**src/rtl/alu_pkg.sv**
```systemverilog
// Shared constants for the RV32 ALU decode stage: ALU micro-op encoding,
// RV32 opcodes, operand-1 selects, funct7 values and the decoded bundle.
package alu_pkg;

   // ALU micro-op encoding, shared with the ALU
   localparam logic [2:0] UOP_ADD_SUB = 3'b000;
   localparam logic [2:0] UOP_SL      = 3'b001;
   localparam logic [2:0] UOP_SLT     = 3'b010;
   localparam logic [2:0] UOP_SLTU    = 3'b011;
   localparam logic [2:0] UOP_AND     = 3'b100;
   localparam logic [2:0] UOP_SR      = 3'b101;
   localparam logic [2:0] UOP_OR      = 3'b110;
   localparam logic [2:0] UOP_XOR     = 3'b111;

   // RV32 major opcodes (full 7 bits, so instr[1:0]!=11 never matches)
   localparam logic [6:0] OPC_OP     = 7'b0110011;
   localparam logic [6:0] OPC_OP_IMM = 7'b0010011;
   localparam logic [6:0] OPC_LUI    = 7'b0110111;
   localparam logic [6:0] OPC_AUIPC  = 7'b0010111;
   localparam logic [6:0] OPC_JAL    = 7'b1101111;
   localparam logic [6:0] OPC_JALR   = 7'b1100111;
   localparam logic [6:0] OPC_LOAD   = 7'b0000011;
   localparam logic [6:0] OPC_STORE  = 7'b0100011;
   localparam logic [6:0] OPC_BRANCH = 7'b1100011;

   // Operand-1 source select
   localparam logic [1:0] OP1_RS1  = 2'd0;
   localparam logic [1:0] OP1_PC   = 2'd1;
   localparam logic [1:0] OP1_ZERO = 2'd2;

   // funct7 values
   localparam logic [6:0] F7_BASE   = 7'b0000000;
   localparam logic [6:0] F7_ALT    = 7'b0100000;
   localparam logic [6:0] F7_MULDIV = 7'b0000001;

   typedef struct packed {
      logic [2:0]  uop;
      logic        f7;
      logic [1:0]  op1_sel;
      logic        op2_imm;
      logic [31:0] imm;
      logic [4:0]  rs1;
      logic [4:0]  rs2;
      logic [4:0]  rd;
      logic        is_branch;
      logic        is_load;
      logic        is_store;
      logic        is_jump;
      logic        is_muldiv;
      logic        illegal;
   } dec_bundle_t;

   localparam int BUNDLE_W = $bits(dec_bundle_t);

   // RISC-V funct3 to ALU uop: only the logic ops differ
   function automatic logic [2:0] remap_f3(input logic [2:0] f3);
      logic [2:0] u;
      case (f3)
         3'b100:  u = UOP_XOR;
         3'b110:  u = UOP_OR;
         3'b111:  u = UOP_AND;
         default: u = f3;
      endcase
      return u;
   endfunction

endpackage

```
**src/rtl/skid_buf.sv**
```systemverilog
// Two-entry valid/ready buffer (main + skid registers). in_ready is a
// function of registered state only, so it never combinationally follows
// out_ready.
module skid_buf #(
   parameter int WIDTH = 8
) (
   input  logic             clk,
   input  logic             rst,
   input  logic             in_valid,
   output logic             in_ready,
   input  logic [WIDTH-1:0] in_data,
   output logic             out_valid,
   input  logic             out_ready,
   output logic [WIDTH-1:0] out_data
);

   // Handshake: a transfer happens on a rising edge where valid & ready are
   // both high; valid never depends on ready, and data is held stable while
   // valid & ~ready.

   logic             main_valid;
   logic             skid_valid;
   logic             live_q;
   logic [WIDTH-1:0] main_data;
   logic [WIDTH-1:0] skid_data;
   logic             accept;
   logic             main_free;

   // live_q keeps in_ready low for the reset cycle itself
   assign in_ready  = live_q & ~skid_valid;
   assign accept    = in_valid & in_ready;
   assign main_free = ~main_valid | out_ready;
   assign out_valid = main_valid;
   assign out_data  = main_data;

   // Main/skid update: refill main from skid first, else from the input
   always_ff @(posedge clk) begin
      if (rst) begin
         live_q     <= 1'b0;
         main_valid <= 1'b0;
         skid_valid <= 1'b0;
         main_data  <= '0;
         skid_data  <= '0;
      end else begin
         live_q <= 1'b1;
         if (main_free) begin
            if (skid_valid) begin
               main_data  <= skid_data;
               main_valid <= 1'b1;
               skid_valid <= 1'b0;
            end else if (accept) begin
               main_data  <= in_data;
               main_valid <= 1'b1;
            end else begin
               main_valid <= 1'b0;
            end
         end else if (accept) begin
            skid_data  <= in_data;
            skid_valid <= 1'b1;
         end
      end
   end

endmodule

```
**src/rtl/alu_op_decoder.sv**
```systemverilog
// RV32 decode stage feeding the ALU: combinational decode of the incoming
// instruction into a uop/operand-select bundle, registered through a 2-entry
// skid buffer. Optional M-extension decode enabled by ALU_DEC_RV32M_EN.
module alu_op_decoder
   import alu_pkg::*;
#(
   parameter int PC_W  = 32,
   parameter int TAG_W = 4
) (
   input  logic             clk,
   input  logic             rst,
   input  logic             in_valid,
   output logic             in_ready,
   input  logic [31:0]      in_instr,
   input  logic [PC_W-1:0]  in_pc,
   input  logic [TAG_W-1:0] in_tag,
   output logic             out_valid,
   input  logic             out_ready,
   output logic [2:0]       out_uop,
   output logic             out_f7,
   output logic [1:0]       out_op1_sel,
   output logic             out_op2_imm,
   output logic [31:0]      out_imm,
   output logic [4:0]       out_rs1,
   output logic [4:0]       out_rs2,
   output logic [4:0]       out_rd,
   output logic             out_is_branch,
   output logic             out_is_load,
   output logic             out_is_store,
   output logic             out_is_jump,
   output logic             out_is_muldiv,
   output logic             out_illegal,
   output logic [PC_W-1:0]  out_pc,
   output logic [TAG_W-1:0] out_tag
);

   localparam int W = BUNDLE_W + PC_W + TAG_W;

   logic [6:0]  opcode;
   logic [2:0]  f3;
   logic [6:0]  funct7;
   logic [31:0] imm_i, imm_s, imm_b, imm_u, imm_j;
   logic        illegal;
   dec_bundle_t dec;
   dec_bundle_t out_b;
   logic [W-1:0] buf_out;

   assign opcode = in_instr[6:0];
   assign f3     = in_instr[14:12];
   assign funct7 = in_instr[31:25];
   assign imm_i  = {{20{in_instr[31]}}, in_instr[31:20]};
   assign imm_s  = {{20{in_instr[31]}}, in_instr[31:25], in_instr[11:7]};
   assign imm_b  = {{19{in_instr[31]}}, in_instr[31], in_instr[7],
                    in_instr[30:25], in_instr[11:8], 1'b0};
   assign imm_u  = {in_instr[31:12], 12'b0};
   assign imm_j  = {{11{in_instr[31]}}, in_instr[31], in_instr[19:12],
                    in_instr[20], in_instr[30:21], 1'b0};

   // Decode the offered instruction; illegal ones collapse to a zero bundle
   always_comb begin
      dec     = '0;
      illegal = 1'b0;
      dec.rs1 = in_instr[19:15];
      dec.rs2 = in_instr[24:20];
      dec.rd  = in_instr[11:7];
      case (opcode)
         OPC_OP: begin
            dec.uop = remap_f3(f3);
            case (funct7)
               F7_BASE: dec.f7 = 1'b0;
               F7_ALT: begin
                  if (f3 == 3'b000 || f3 == 3'b101) dec.f7 = 1'b1;
                  else                              illegal = 1'b1;
               end
`ifdef ALU_DEC_RV32M_EN
               F7_MULDIV: begin
                  dec.uop       = f3;
                  dec.is_muldiv = 1'b1;
               end
`endif
               default: illegal = 1'b1;
            endcase
         end
         OPC_OP_IMM: begin
            dec.uop     = remap_f3(f3);
            dec.op2_imm = 1'b1;
            dec.imm     = imm_i;
            if (f3 == 3'b001 || f3 == 3'b101) begin
               if (funct7 != F7_BASE && funct7 != F7_ALT) illegal = 1'b1;
               else if (f3 == 3'b101 && in_instr[30])     dec.f7 = 1'b1;
            end
         end
         OPC_LUI: begin
            dec.op1_sel = OP1_ZERO;
            dec.op2_imm = 1'b1;
            dec.imm     = imm_u;
         end
         OPC_AUIPC: begin
            dec.op1_sel = OP1_PC;
            dec.op2_imm = 1'b1;
            dec.imm     = imm_u;
         end
         OPC_JAL: begin
            dec.op1_sel = OP1_PC;
            dec.op2_imm = 1'b1;
            dec.imm     = imm_j;
            dec.is_jump = 1'b1;
         end
         OPC_JALR: begin
            dec.op2_imm = 1'b1;
            dec.imm     = imm_i;
            dec.is_jump = 1'b1;
            if (f3 != 3'b000) illegal = 1'b1;
         end
         OPC_LOAD: begin
            dec.op2_imm = 1'b1;
            dec.imm     = imm_i;
            dec.is_load = 1'b1;
         end
         OPC_STORE: begin
            dec.op2_imm  = 1'b1;
            dec.imm      = imm_s;
            dec.is_store = 1'b1;
         end
         OPC_BRANCH: begin
            dec.imm       = imm_b;
            dec.is_branch = 1'b1;
            case (f3)
               3'b000, 3'b001: begin
                  dec.uop = UOP_ADD_SUB;
                  dec.f7  = 1'b1;
               end
               3'b100, 3'b101: dec.uop = UOP_SLT;
               3'b110, 3'b111: dec.uop = UOP_SLTU;
               default:        illegal = 1'b1;
            endcase
         end
         default: illegal = 1'b1;
      endcase
      if (illegal) begin
         dec         = '0;
         dec.illegal = 1'b1;
      end
   end

   skid_buf #(.WIDTH(W)) u_skid (
      .clk       (clk),
      .rst       (rst),
      .in_valid  (in_valid),
      .in_ready  (in_ready),
      .in_data   ({dec, in_pc, in_tag}),
      .out_valid (out_valid),
      .out_ready (out_ready),
      .out_data  (buf_out)
   );

   assign out_b         = buf_out[W-1 -: BUNDLE_W];
   assign out_pc        = buf_out[PC_W+TAG_W-1 -: PC_W];
   assign out_tag       = buf_out[TAG_W-1:0];
   assign out_uop       = out_b.uop;
   assign out_f7        = out_b.f7;
   assign out_op1_sel   = out_b.op1_sel;
   assign out_op2_imm   = out_b.op2_imm;
   assign out_imm       = out_b.imm;
   assign out_rs1       = out_b.rs1;
   assign out_rs2       = out_b.rs2;
   assign out_rd        = out_b.rd;
   assign out_is_branch = out_b.is_branch;
   assign out_is_load   = out_b.is_load;
   assign out_is_store  = out_b.is_store;
   assign out_is_jump   = out_b.is_jump;
   assign out_is_muldiv = out_b.is_muldiv;
   assign out_illegal   = out_b.illegal;

endmodule

```
**config.mk**
```make
export PLATFORM = sky130hd
export DESIGN_NAME = alu_op_decoder
export DESIGN_NICKNAME = d
export VERILOG_FILES = /design/src/rtl/alu_pkg.sv /design/src/rtl/skid_buf.sv /design/src/rtl/alu_op_decoder.sv
export SDC_FILE = /design/constraint.sdc
export NUM_CORES = 1
export LEC_CHECK = 0
export ABC_AREA = 1
export CAP_MARGIN = 20
export CORE_ASPECT_RATIO = 0.7
export CORE_MARGIN = 2
export CORE_UTILIZATION = 46
export CTS_BUF_LIST = sky130_fd_sc_hd__clkbuf_4
export CTS_CLUSTER_DIAMETER = 120
export DETAILED_ROUTE_END_ITERATION = 8
export GPL_TIMING_DRIVEN = 0
export PLACE_DENSITY = 0.69
export SYNTH_ARGS = -nofsm -noshare
export SYNTH_HDL_FRONTEND = slang
export SYNTH_SLANG_ARGS = --single-unit
```
**constraint.sdc**
```tcl
create_clock -name clk -period 1.8 [get_ports clk]
set_input_delay 0.36 -clock clk [delete_from_list [all_inputs] [get_ports clk]]
set_output_delay 0.36 -clock clk [all_outputs]
set_load 0.05 [all_outputs]
```
## Yosys cells after proc, flatten, opt, wreduce, memory -nomap -nowiden

Cells that the tools add are included.

| storage, ports and cells | value |
|---|---|
| logic and storage cells | 78 |
| register bits | 195 |
| latch bits | 0 |
| output and inout bits | 98 |
| input bits | 72 |
| ROM bits | 0 |
| bits in writable memories | 0 |
| memories kept | 0 |

| cells by class | value |
|---|---|
| multipliers | 0 |
| divide/modulo/power cells | 0 |
| $add $sub $neg | 0 |
| mux-type cells | 29 |
| $lt $le $gt $ge | 0 |
| bitwise operators | 6 |
| eq/ne operators | 16 |
| reductions and logical operators | 22 |
| shift-type cells | 0 |

Operator list:

| operator | number |
|---|---|
| 2-to-1 mux 96 bit | 2 |
| case mux 32 bit (5 select lines) | 1 |
| 2-to-1 mux 60 bit | 1 |
| equality test 7 x 6 -> 1 bit, second input constant | 4 |
| equality test 7 bit, second input constant | 3 |
| 2-to-1 mux 1 bit | 19 |
| equality test 7 x 5 -> 1 bit, second input constant | 2 |
| OR reduction 2 bit | 7 |
| equality test 3 bit, second input constant | 4 |
| case mux 4 bit (3 select lines) | 1 |
| case mux 3 bit (3 select lines) | 1 |
| case mux 2 bit (2 select lines) | 2 |
| equality test 7 x 2 -> 1 bit, second input constant | 1 |
| zero test 7 bit | 1 |
| != test 7 x 6 -> 1 bit, second input constant | 1 |
| nonzero test 7 bit | 1 |
| OR reduction 7 bit | 1 |
| OR reduction 6 bit | 1 |
| case mux 1 bit (5 select lines) | 1 |
| OR reduction 5 bit | 1 |
| AND reduction 2 bit | 2 |
| equality test 3 x 1 -> 1 bit, second input constant | 1 |
| zero test 3 bit | 1 |
| inverter 1 bit | 3 |
| 8 further kinds | 11 |

## Depth between registers and ports, before layout

| logic depth | value |
|---|---|
| word-level depth | 9 |
| depth in mapped cells | 13 |
| gate-level depth less buffers | 10 |

## Cells and area by module

Synthesis repeated with hierarchy kept, for this count alone.

| second synthesis, totals | value |
|---|---|
| cell total of the unflattened synthesis | 1515 |
| area, all modules | 9600.5 um^2 |

By module, submodules not included:

| module | cells an instance | sequential area each (um^2) | area an instance (um^2) | instances |
|---|---|---|---|---|
| skid_buf | 1261 | 3903.7 | 8396.8 | 1 |
| alu_op_decoder | 254 | 0.0 | 1203.7 | 1 |

## Least setup slack after synthesis

OpenSTA, ideal clock, no wires.

| path | value |
|---|---|
| path kind | register to register |
| start | register u_skid.skid_valid |
| end | register u_skid.main_data[87] (netlist: u_skid.out_data[87]) |
| path buffers | 3 |
| data required time | 1680 ps |
| arrival time | 1904 ps |
| period minus slack after synthesis | 2024 ps |
| path slack | -224 ps |
| stages on the path, launching flop included | 12 |
| library setup time | 120 ps |
| path through | dfxtp_1 > buf_2 > nor2_2 > nand2_1 > nand2_1 > inv_2 > nor2_2 > inv_2 > buf_2 > buf_2 > a21oi_1 > a21oi_1 |

| between the ends | value |
|---|---|
| cells in the longest elaborated chain, start to end | 5 |
| elaborated cells between the ends (all ways) | 6 |
| classes of those cells | 1 x mux; 3 x bitwise; 2 x reduce/logical |

Ends and longest elaborated chain:

| what | RTL line | RTL |
|---|---|---|
| start: declaration | skid_buf.sv:22 | `logic skid_valid;` |
| start signal: assignment | skid_buf.sv:41 | `skid_valid <= 1'b0;` |
| start signal: assignment | skid_buf.sv:50 | `skid_valid <= 1'b0;` |
| start signal: assignment | skid_buf.sv:59 | `skid_valid <= 1'b1;` |
| inverter 1 bit | skid_buf.sv:30 | `assign in_ready = live_q & ~skid_valid;` |
| AND 1 bit | skid_buf.sv:30 |  |
| net in_ready | alu_op_decoder.sv:13 | `output logic in_ready,` |
| AND 1 bit | skid_buf.sv:31 | `assign accept = in_valid & in_ready;` |
| nonzero test 2 bit (no source line) | -- |  |
| AND reduction 2 bit (no source line) | -- |  |
| end signal: assignment | skid_buf.sv:48 | `main_data <= skid_data;` |
| end signal: assignment | skid_buf.sv:52 | `main_data <= in_data;` |
| end: declaration | skid_buf.sv:24 | `logic [WIDTH-1:0] main_data;` |

The timed path passes the listed nets, and every way through them passes these cells.
A chain may end at the register's enable or synchronous reset.

## Final worst setup path

| path | value |
|---|---|
| start | input in_instr[0] |
| end | register u_skid.main_data[38] (netlist: u_skid.out_data[38]) |

| between the ends | value |
|---|---|
| cells in the longest elaborated chain, start to end | 6 |
| elaborated cells between the ends (all ways) | 16 |
| classes of those cells | 9 x eq/ne; 5 x mux; 2 x reduce/logical |

Ends and longest elaborated chain:

| what | RTL line | RTL |
|---|---|---|
| start: declaration | alu_op_decoder.sv:14 | `input logic [31:0] in_instr,` |
| equality test 7 x 6 -> 1 bit, or another cell as far along | alu_op_decoder.sv:66 | `case (opcode)` |
| OR reduction 5 bit (no source line) or OR reduction 2 bit (tied branches) | -- |  |
| case mux 1 bit (5 select lines) or 2-to-1 mux 1 bit (tied branches) | alu_op_decoder.sv:66 |  |
| 2-to-1 mux 60 bit (*) | alu_op_decoder.sv:140 | `if (illegal) begin` |
| 2-to-1 mux 96 bit (*) | skid_buf.sv:51 | `end else if (accept) begin` |
| 2-to-1 mux 96 bit (*) | skid_buf.sv:47 | `if (skid_valid) begin` |

Mark *: on every way between the ends. The rest lies on a longest branch, timed or not. The select of a mux whose other input is x is not followed.

==> impl_metrics.ini <==
[grt]
grt.total_usage = 0.2794
grt-ovfl-total = 0
grt_pass1_vias = 7918
antenna_found_initial = 2
grt_max_degree = 19
grt_pass1_wl_um = 41710

[detailed_routing]
drtIter0Drc = 681
wirelength_um = 26700
drc = 0
dr.pass1.iters = 5
vias = 8509
antenna_left = 0
viasPerCell = 5.434
wl_per_cell_um = 17.05

[die]
start_util = 0.4657
die_h_um = 116.5
core_um2 = 17850
dieArea_um2 = 19180
std_cell_rows = 41
ios = 170
die_w_um = 164.7

[place]
io_buffers = 168
hpwl_um = 18770
placed_area_um2 = 10300
gp_congestion = 0.8964

[critical_path]
endpoint_kind = flip-flop
cp_slowest_stage_delay_ps = 420
slowest_stage = clkdlybuf4s50_1
crit_arrival_ps = 2290
cp_cell_sequence = clkdlybuf4s50_1, nand2_1, nor2_2, buf_6, nand2_2, nor2_1, nor2_1, nand2_2, nor2_8, buf_8, buf_4, nand3_1, a21oi_1
worstPathMaxFanout = 10
r2r_cells = 5
worstPathRequired_ps = 2320
crit_type = in2reg
worstSetupStartpointType = input port

[yosys]
syn_avg_cell_area_um2 = 7.390
ys_types = 28
synth_seq_cells = 193
syn-num-nets = 1197
syn_area_um2 = 8314
ys_seq_area_frac = 0.4647
ys_warn_count = 0
synth_cells = 1125

[cts]
postCtsHoldBufs = 0
cts_sinks = 193
worstSkewPairLatency_ps = 600
h-tree-depth = 4
cts_tree = done
numCtsBuffers = 17
cts_root_buffer = clkbuf_4
clockBufferDepth = 2
clk_pin_slew_worst_paths_ps = 160

[worst_hold_path]
hold_path.class = in2reg
whs_path_depth = 4

[timing]
rsz0062_at_grt = true
hold_viol_final = 0
skew_ps = 25.58
fin_crit_sh = 0.9825
whs_ps = 209.9
timing.slew.headroom = 0.4762
setup_viol = 0
tightest_slew_ps = 785.7
max_freq_mhz = 565.5
drv_slew = 0
finalCriticalPeriod_ps = 1768

[power]
power_density_nw_per_um2 = 787.4
p_leak_nw = 4.362
ir_drop_mv = 0.5145

[cells_and_area]
utilization = 0.6147
post_route_cells_drive_above_1_share = 0.1964
nets = 1388
area.growth.synth_to_final_pct = 31.98
stdcell_area_um2 = 10970

[run]
drv_cap = 0

[status]
status = complete, no violations
cell families after synthesis:
kind of cell    count (synthesis)  share of synthesized area
compound gates                406                     0.2634
simple gates                  405                     0.2054
buf+inv                       120                    0.06607
flops                         193                     0.4647
other cells                     1                  0.0004510
cell usage after synthesis:
cell,count,area (µm²)
a21oi_1,145,725.7
a21oi_2,30,262.8
a31oi_1,36,225.2
and2_1,6,37.54
buf_1,5,18.77
buf_12,2,40.04
buf_2,26,130.1
buf_4,1,7.510
buf_6,1,11.26
buf_8,2,30.03
clkbuf_1,60,225.2
conb_1,1,3.750
dfxtp_1,193,3864
inv_1,19,71.32
inv_2,4,15.01
nand2_1,203,762.0
nand2_2,13,81.33
nand3_1,70,350.3
nand3_2,1,10.01
nand4_1,1,6.260
nor2_1,100,375.4
nor2_2,6,37.54
nor2_4,1,11.26
nor2_8,1,20.02
nor3_1,2,10.01
o21ai_0,194,970.9
o21ai_1,1,5.000
or2_2,1,6.260
metrics by stage:
step	power, mW	std cells	setup WS (ps)	TNS, ps
6_report	8.640	1566	31.51	0
3_5_place_dp	6.332	1529	-786.8	-115870
5_1_grt	8.988	1566	-37.80	-217.2
3_3_place_gp	6.327	1529	-768.1	-110220
4_1_cts	8.601	1561	12.71	0
2_1_floorplan	5.642	1125	-8.812	-74.52
what timing repair did:
item	CTS	global route
buffers inserted	3	3
gates resized for setup	319	81
pin swaps	3	6
endpoints found under the setup margin	286	162
gates cloned	0	3
layer usage:
layer | part of all wire | GRT usage
met1 | 0.46 | 0.3906
met4 | 0.020 | 0.08522
met3 | 0.094 | 0.08807
met2 | 0.42 | 0.4142
met5 | 0.00049 | 0
final cells by class:
cell class                 count  area [µm²]
timing repair buffer         176        1896
antenna                        1       2.502
clock inverter                15       148.9
tap                          236       295.3
sequential                   193        3869
clock buffer                  17       127.6
inverter                      23       88.84
fill                        1675        6879
multi-input combinational    813        4004
buffer                        92       541.8
critical path, delay by kind of cell:
family                 cells  cell delay (ps)
buffers and inverters      4              840
AND/OR/NAND/NOR            8              930
AO/OA/AOI/OAI              1              150
final timing paths:
kind,startpoint,to,slack (ps)
worst max-delay path,in_instr[0],u_skid.out_data[38],30
worst min-delay path,in_instr[6],u_skid.skid_data[39],210
worst max register to register,u_skid.skid_valid,u_skid.out_data[34],100
worst min register to register,u_skid.skid_data[32],u_skid.out_data[32],480
placed cells by master, fill, tap and decap left out, types with 2 or more instances in the layout:
master           synthesis  final
inv_8                    0      3
buf_6                    1      6
buf_4                    1     11
inv_6                    0      4
inv_1                   19     19
clkdlybuf4s18_2          0      7
a21oi_1                145    139
buf_12                   2      6
inv_2                    4      3
clkbuf_16                0      2
nor2_2                   6      3
a31oi_1                 36     36
and2_1                   6      6
buf_1                    5      5
clkdlybuf4s15_2          0     85
buf_2                   26     12
nand2_1                203    198
o21ai_0                194    194
dlymetal6s2s_1           0      3
clkinv_4                 0      2
nand2_2                 13     17
clkinvlp_4               0      3
dfxtp_1                193    191
nor2_4                   1      7
nand3_1                 70     69
clkbuf_4                 0     24
clkdlybuf4s50_1          0     67
nor2_1                 100     98
clkinv_2                 0      2
clkbuf_1                60     39
a21oi_2                 30     36
clkbuf_2                 0     16
flip-flops by register name, summed over array words and instances, names as in the netlist:
| register | count |
|---|---|
| u_skid.skid_data | 95 |
| u_skid.live_q | 1 |
| u_skid.skid_valid | 1 |
| u_skid.out_valid | 1 |
| u_skid.out_data | 95 |
report_power, final:
group	internal, mW	switching, mW
Clock	0.729	1.63
Combinational	0.581	1.13
Sequential	4.47	0.104
Total	5.78	2.86
No activity file was read; power rests on OpenSTA's default activity.
